==> config.mk <==
export PLATFORM = sky130hd
export DESIGN_NAME = imem_ctrl
export DESIGN_NICKNAME = d
export VERILOG_FILES = /design/src/rtl/imem_pkg.sv /design/src/rtl/imem_starve_ctr.sv /design/src/rtl/imem_ctrl.sv
export SDC_FILE = /design/constraint.sdc
export NUM_CORES = 1
export LEC_CHECK = 0
export ABC_AREA = 1
export ABC_CLOCK_PERIOD_IN_PS = 1900
export BUFFER_PORTS_ARGS = -buffer_cell sky130_fd_sc_hd__buf_2
export CAP_MARGIN = 25
export CORE_AREA = 2 2 64 66
export CTS_CLUSTER_DIAMETER = 150
export DETAILED_ROUTE_END_ITERATION = 10
export DIE_AREA = 0 0 66 68
export PLACE_DENSITY = 0.72
export REMOVE_ABC_BUFFERS = 1
export SLEW_MARGIN = 0
export SYNTH_ARGS = -nofsm -noshare
export SYNTH_HDL_FRONTEND = slang
export SYNTH_SLANG_ARGS = --single-unit
==> constraint.sdc <==
create_clock -name clk -period 1.9 [get_ports clk]
set_input_delay 0.095 -clock clk [delete_from_list [all_inputs] [get_ports clk]]
set_output_delay 0.095 -clock clk [all_outputs]
set_load 0.1 [all_outputs]
==> src/rtl/imem_pkg.sv <==
// -----------------------------------------------------------------------------
// imem_pkg
//
// Shared definitions for the instruction-memory access controller and the
// logic around it (IF stage, test benches).
//
// Contents:
//   IMEM_ADDR_W / IMEM_DATA_W  default word-address and instruction widths
//   IMEM_NOP                   instruction encoding used as a bubble
//   imem_state_e               run-sequencer states (LOAD, CLEAR, RUN)
//   WAIT_CNT_W                 width of the host starvation counter
//   sat_inc_wait()             saturating increment for that counter
// -----------------------------------------------------------------------------
package imem_pkg;

  localparam int unsigned IMEM_ADDR_W = 8;
  localparam int unsigned IMEM_DATA_W = 32;

  // All-zero word doubles as the pipeline bubble.
  localparam logic [31:0] IMEM_NOP = 32'h0000_0000;

  // LOAD is the reset state: the host owns the memory port.
  typedef enum logic [1:0] {
    LOAD  = 2'd0,
    CLEAR = 2'd1,
    RUN   = 2'd2
  } imem_state_e;

  localparam int unsigned WAIT_CNT_W = 4;

  // Saturating increment: the counter parks at all-ones instead of wrapping,
  // so a long-starved host never looks freshly arrived.
  function automatic logic [WAIT_CNT_W-1:0] sat_inc_wait(
    input logic [WAIT_CNT_W-1:0] value
  );
    return (value == '1) ? value : value + 1'b1;
  endfunction

endpackage : imem_pkg

==> src/rtl/imem_starve_ctr.sv <==
// -----------------------------------------------------------------------------
// imem_starve_ctr
//
// Counts consecutive cycles in which a pending host write was refused while
// the core was running, and flags when that count has reached the preemption
// threshold. The controller turns the flag into a fetch-stealing write.
//
// Parameters:
//   THRESHOLD   denied cycles before at_limit asserts (1..15)
//
// Ports:
//   clk         clock, all state on posedge
//   rst         synchronous active-high reset, clears the count
//   denied      this cycle a host write was pending in RUN and not accepted;
//               any cycle without it (accepted, idle host, not in RUN) clears
//               the count
//   at_limit    count has reached THRESHOLD
// -----------------------------------------------------------------------------
module imem_starve_ctr
  import imem_pkg::*;
#(
  parameter int unsigned THRESHOLD = 4
) (
  input  logic clk,
  input  logic rst,
  input  logic denied,
  output logic at_limit
);

  localparam logic [WAIT_CNT_W-1:0] LIMIT = WAIT_CNT_W'(THRESHOLD);

  logic [WAIT_CNT_W-1:0] wait_cnt_q;

  // NOTE: registered state is always written with non-blocking assignments so
  // every flop samples the pre-edge values of the others, independent of
  // process ordering in simulation.
  always_ff @(posedge clk) begin
    if (rst) begin
      wait_cnt_q <= '0;
    end else if (denied) begin
      wait_cnt_q <= sat_inc_wait(wait_cnt_q);
    end else begin
      wait_cnt_q <= '0;
    end
  end

  assign at_limit = (wait_cnt_q >= LIMIT);

endmodule : imem_starve_ctr

==> src/rtl/imem_ctrl.sv <==
// -----------------------------------------------------------------------------
// imem_ctrl
//
// Access controller and run sequencer for the single-port instruction memory
// of the 5-stage pipeline. The one memory port is shared between the IF-stage
// fetch path and the host program loader. The sequencer walks the core through
// LOAD (host writes the program), CLEAR (one cycle of PC clear) and RUN
// (fetching), and drives the stall / PC-clear controls seen by the PC register.
//
// Build option:
//   IMEM_CTRL_RUN_WRITE_EN  when defined, the host may also write while the
//                           core runs: fetch has priority, but a host denied
//                           MAX_HOST_WAIT consecutive cycles steals one cycle
//                           (fetch held off, pipeline stalled). When undefined
//                           the host may only write in LOAD and RUN never
//                           stalls.
//
// Parameters:
//   ADDR_W          word-address width
//   DATA_W          instruction width
//   MAX_HOST_WAIT   denied cycles before a host write preempts fetch (1..15)
//
// Ports:
//   clk, rst                  clock; synchronous active-high reset
//   host_wr_valid/ready       host write handshake (accepted on valid&ready)
//   host_addr, host_wdata     host write address / data
//   host_start, host_halt     pulses: begin execution / return to LOAD
//   fetch_req, fetch_addr     IF-stage read request at the PC
//   fetch_gnt                 fetch read issued this cycle
//   fetch_rvalid, fetch_rdata read data, one cycle after fetch_gnt
//   mem_en, mem_we            memory enable / write enable
//   mem_addr, mem_wdata       memory address / write data
//   mem_rdata                 memory read data (1-cycle synchronous read)
//   pipe_stall                hold PC and all pipeline registers
//   pc_clear                  force PC to 0 at the next edge
//   running                   sequencer is in RUN
// -----------------------------------------------------------------------------
module imem_ctrl
  import imem_pkg::*;
#(
  parameter int unsigned ADDR_W        = IMEM_ADDR_W,
  parameter int unsigned DATA_W        = IMEM_DATA_W,
  parameter int unsigned MAX_HOST_WAIT = 4
) (
  input  logic              clk,
  input  logic              rst,
  // host loader
  input  logic              host_wr_valid,
  output logic              host_wr_ready,
  input  logic [ADDR_W-1:0] host_addr,
  input  logic [DATA_W-1:0] host_wdata,
  input  logic              host_start,
  input  logic              host_halt,
  // IF stage
  input  logic              fetch_req,
  input  logic [ADDR_W-1:0] fetch_addr,
  output logic              fetch_gnt,
  output logic              fetch_rvalid,
  output logic [DATA_W-1:0] fetch_rdata,
  // instruction memory
  output logic              mem_en,
  output logic              mem_we,
  output logic [ADDR_W-1:0] mem_addr,
  output logic [DATA_W-1:0] mem_wdata,
  input  logic [DATA_W-1:0] mem_rdata,
  // pipeline control
  output logic              pipe_stall,
  output logic              pc_clear,
  output logic              running
);

  if (MAX_HOST_WAIT < 1 || MAX_HOST_WAIT > 15) begin : g_bad_wait
    $error("imem_ctrl: MAX_HOST_WAIT must be in 1..15");
  end

  imem_state_e state_q;
  imem_state_e state_d;
  logic        rvalid_q;
  logic        wr_fire;
  logic        steal;

  // ---------------------------------------------------------------------------
  // Host starvation tracking (only when writes are allowed during RUN)
  // ---------------------------------------------------------------------------
`ifdef IMEM_CTRL_RUN_WRITE_EN
  logic at_limit;
  logic denied;

  // A refused write in RUN keeps the count going; anything else restarts it.
  assign denied = (state_q == RUN) && host_wr_valid && !host_wr_ready && !rst;

  imem_starve_ctr #(
    .THRESHOLD (MAX_HOST_WAIT)
  ) u_starve_ctr (
    .clk      (clk),
    .rst      (rst),
    .denied   (denied),
    .at_limit (at_limit)
  );

  // Stealing only matters when fetch actually wants the port; with fetch idle
  // the write goes through as an ordinary cycle without stalling the core.
  assign steal = (state_q == RUN) && host_wr_valid && fetch_req && at_limit;
`else
  assign steal = 1'b0;
`endif

  // ---------------------------------------------------------------------------
  // Sequencer: state register
  // ---------------------------------------------------------------------------
  always_ff @(posedge clk) begin
    if (rst) begin
      state_q <= LOAD;
    end else begin
      state_q <= state_d;
    end
  end

  // ---------------------------------------------------------------------------
  // Sequencer: next state. Halt always wins over start; start outside LOAD and
  // halt inside LOAD are ignored.
  // ---------------------------------------------------------------------------
  always_comb begin
    // NOTE: every combinational output gets a default before the case so no
    // path leaves it unassigned, which would otherwise infer a latch.
    state_d = state_q;
    unique case (state_q)
      LOAD: begin
        if (host_start && !host_halt) begin
          state_d = CLEAR;
        end
      end
      CLEAR: begin
        state_d = host_halt ? LOAD : RUN;
      end
      RUN: begin
        if (host_halt) begin
          state_d = LOAD;
        end
      end
      default: state_d = LOAD;
    endcase
  end

  // ---------------------------------------------------------------------------
  // Sequencer: outputs. Reset overrides everything so the pipeline is held and
  // the memory idle for as long as rst is high, whatever state_q holds.
  // ---------------------------------------------------------------------------
  always_comb begin
    host_wr_ready = 1'b0;
    fetch_gnt     = 1'b0;
    pipe_stall    = 1'b1;
    pc_clear      = 1'b0;
    running       = 1'b0;
    if (!rst) begin
      unique case (state_q)
        LOAD: begin
          host_wr_ready = 1'b1;
        end
        CLEAR: begin
          pc_clear = 1'b1;
        end
        RUN: begin
          running = 1'b1;
`ifdef IMEM_CTRL_RUN_WRITE_EN
          host_wr_ready = !fetch_req || steal;
          fetch_gnt     = fetch_req && !steal;
          pipe_stall    = steal;
`else
          fetch_gnt     = fetch_req;
          pipe_stall    = 1'b0;
`endif
        end
        default: ;
      endcase
    end
  end

  // ---------------------------------------------------------------------------
  // Memory port mux. host_wr_ready and fetch_gnt are never both set in one
  // cycle, so a write and a fetch cannot collide on the port.
  // ---------------------------------------------------------------------------
  assign wr_fire   = host_wr_valid && host_wr_ready;
  assign mem_en    = wr_fire || fetch_gnt;
  assign mem_we    = wr_fire;
  assign mem_addr  = wr_fire ? host_addr : fetch_addr;
  assign mem_wdata = host_wdata;

  // ---------------------------------------------------------------------------
  // Read return: data comes straight from the synchronous memory, valid one
  // cycle after the grant. Reset also masks the output so a read in flight
  // when reset arrives is dropped immediately.
  // ---------------------------------------------------------------------------
  always_ff @(posedge clk) begin
    if (rst) begin
      rvalid_q <= 1'b0;
    end else begin
      rvalid_q <= fetch_gnt;
    end
  end

  assign fetch_rvalid = rvalid_q && !rst;
  assign fetch_rdata  = mem_rdata;

endmodule : imem_ctrl

==> results.py <==
metrics = {
    "clock_network": {
        "cts_post_setup_buffers_inserted": 0,
        "clock_latency_ns": 0.21,
        "cts-resized-gates": 0,
        "cts_tree": "done",
        "root_buffer": "clkbuf_8",
        "clk_pin_slew_ns": 0.03,
        "clk_path_buf_depth": 2,
        "holdBufCountCts": 0,
        "htreeDepth": 1,
        "cts_sinks": 3,
        "numCtsBuffers": 3,
    },
    "timing": {
        "skew_ns": 0.000689,
        "final-hold-violation-count": 0,
        "rsz0062_at_grt": "false",
        "tightest_slew_ns": 0.501,
        "slew_viol_final": 0,
        "period_needed_ns": 1.60,
        "finalSetupViolCount": 0,
        "timing.fmax_mhz": 625,
        "finalCritPeriodShare_pct": 84.2,
        "fin_tns_setup_ns": 0,
        "max-slew-margin-rel_pct": 66.8,
    },
    "placement": {
        "numPortBuffers": 37,
        "dp_cells": 139,
        "gp_congestion": 1.01,
        "place_area_um2": 549,
        "post-dp-hpwl_um": 6200,
    },
    "drt": {
        "wl_per_cell_um": 45.5,
        "ant_nets": 0,
        "drt_iter0_markers": 14,
        "drt_wl_total_um": 6510,
        "num_vias": 664,
        "drt-pass1-iter-count": 4,
        "routed_via_density": 4.64,
        "drc": 0,
    },
    "layout": {
        "diodes": 0,
        "fillCellCount": 473,
        "final_common_cell": "buf_2",
        "multi_input_area_um2": 208,
        "layout.area.seq_um2": 60.1,
        "final_cell_area_um2": 594,
        "drive_gt1_share_pct": 49.5,
        "final_nets": 180,
        "syn2layout_area_growth_pct": -25.5,
        "final_util_pct": 15.4,
        "final_cell_mix": "buf_2 (37), nand2_1 (22), nand4_1 (8)",
        "fin_cells": 143,
    },
    "power_and_ir_drop": {
        "swShare_pct": 48.9,
        "p_int_uw": 251,
        "clkPwrFrac_pct": 37.9,
        "leakage_uw": 0.000351,
        "vdd_drop_max_mv": 0.414,
        "total_power_uw": 490,
        "pwr-share-seq_pct": 13.9,
        "pwr-share-comb_pct": 48.3,
        "p_switching_uw": 239,
        "power_density_mw_per_mm2": 825,
    },
    "worst_setup_path": {
        "reg2reg_depth": 5,
        "worstSetupEndpoint": "mem_en",
        "reg2reg_setup_slack_ns": 1.01,
        "start_kind": "flip-flop",
        "r2r_start": "state_q[1]$_SDFFE_PP0P_",
        "cp.arrival_ns": 1.50,
        "crit_slowest_cell": "buf_2",
        "crit_path_end_kind": "primary output",
        "cp.depth": 4,
        "cp.buffers_inverters": 1,
        "crit_fanout": 10,
        "crit_chain": "nor2_8 > nand3_4 > o21ai_1 > buf_2",
        "critPathKind": "flip-flop to primary output",
        "crit_required_ns": 1.80,
        "crit_family": "buffers and inverters",
        "r2r-end": "state_q[1]$_SDFFE_PP0P_",
        "slowest_delay_ns": 0.44,
        "startpoint": "state_q[0]$_SDFFE_PP0P_",
    },
    "yosys": {
        "yosys.area.top_type": "buf_4",
        "avgSynthCellArea_um2": 6.76,
        "yosys-top-cells-area": "buf_4 (60%), nand2_1 (10%), dfxtp_1 (7.5%), nand4_1 (6.3%), inv_1 (2.8%)",
        "synth_top_cell_area_share_pct": 60.2,
        "seq_area_frac_synth_pct": 7.52,
        "syn_inst": 118,
        "post_synth_num_cell_types": 13,
        "yosysWarnings": 0,
        "ys_seq_elements": 3,
        "synth_area_um2": 798,
    },
    "die": {
        "die_width_um": 66,
        "io_pins": 166,
        "die_y_um": 68,
        "die_area_mm2": 0.00449,
        "fp-row-count": 23,
        "start_util_pct": 20.7,
        "coreArea_mm2": 0.00386,
    },
    "global_routing": {
        "grt_usage_pct": 28.0,
        "grt_overflow": 0,
        "grt_pass1_wl_um": 7370,
        "grt_max_degree": 12,
        "first_global_vias": 595,
        "antenna_found_initial": 0,
    },
    "hold_path": {
        "hp-class": "input pin to flip-flop",
    },
    "run": {
        "maxCapViolations": 0,
    },
    "status": {
        "status": "finished clean",
    },
}
-- kinds of logic after synthesis --
kind of cell	Yosys count	synth area share, %
and+or+nand+nor	39	25.4
buffers and inverters	75	66.5
DFF	3	7.52
AOI/OAI and AO/OA	1	0.626
-- state kept, by name, indices dropped and copies added, names as in the netlist --
signal and flops:
rvalid_q 1, state_q 2
-- through the flow --
step / worst slack (ns) / hold slack [ns]
after floorplan: -0.773 / 0.167
after global placement: 0.539 / 0.194
after detailed placement: 0.526 / 0.194
after CTS: 0.292 / 0.0835
after global routing: 0.226 / 0.0858
final: 0.301 / 0.0865
-- worst register-to-register path: cells and delay by family, from the launching register on --
kind,cells,cell delay (ns)
AND/OR/NAND/NOR,4,0.23
flip-flops,1,0.48
buffers and inverters,1,0.07
-- synthesized netlist by cell type --
cell type / count
nand2_1: 22
inv_2: 3
nor2_1: 6
o21ai_1: 1
buf_6: 1
buf_4: 64
clkbuf_2: 1
nand3_2: 1
inv_1: 6
dfxtp_1: 3
nand4_1: 8
nor2_8: 1
nand3_4: 1
-- per-layer routing --
metal	vias up	GRT usage [%]	routed length, µm
li1	249	-	-
met1	250	10.3	933
met2	149	53.4	3400
met3	16	35.0	1780
met4	0	16.6	400
met5	-	3.75	0
-- worst min path at each step --
stage | slack [ns] | endpoint | cells past startpoint | startpoint
final | 0.09 | state_q[1]$_SDFFE_PP0P_ | 2 | rst
after global routing | 0.09 | state_q[1]$_SDFFE_PP0P_ | 2 | rst
after CTS | 0.08 | state_q[1]$_SDFFE_PP0P_ | 2 | rst
after detailed placement | 0.19 | fetch_rdata[6] | 0 | mem_rdata[6]
after global placement | 0.19 | fetch_rdata[6] | 0 | mem_rdata[6]
after floorplan | 0.17 | state_q[1]$_SDFFE_PP0P_ | 1 | rst
-- power by group through the flow --
stage          Clock (µW)  Sequential, µW  Combinational, µW
2_1_floorplan           0            68.5                186
3_3_place_gp            0            68.6                236
3_5_place_dp            0            68.7                237
4_1_cts               191            67.8                237
5_1_grt               196            68.0                246
6_report              186            67.9                237
-- cell type report --
class                   instances  area share, %
clock buffers                   4           7.58
inverters                       9           5.68
multi-input cells              40           34.9
flip-flops and latches          3           10.1
well taps                      50           10.5
repair buffers                 37           31.2
(Power assumes the default switching activity.)
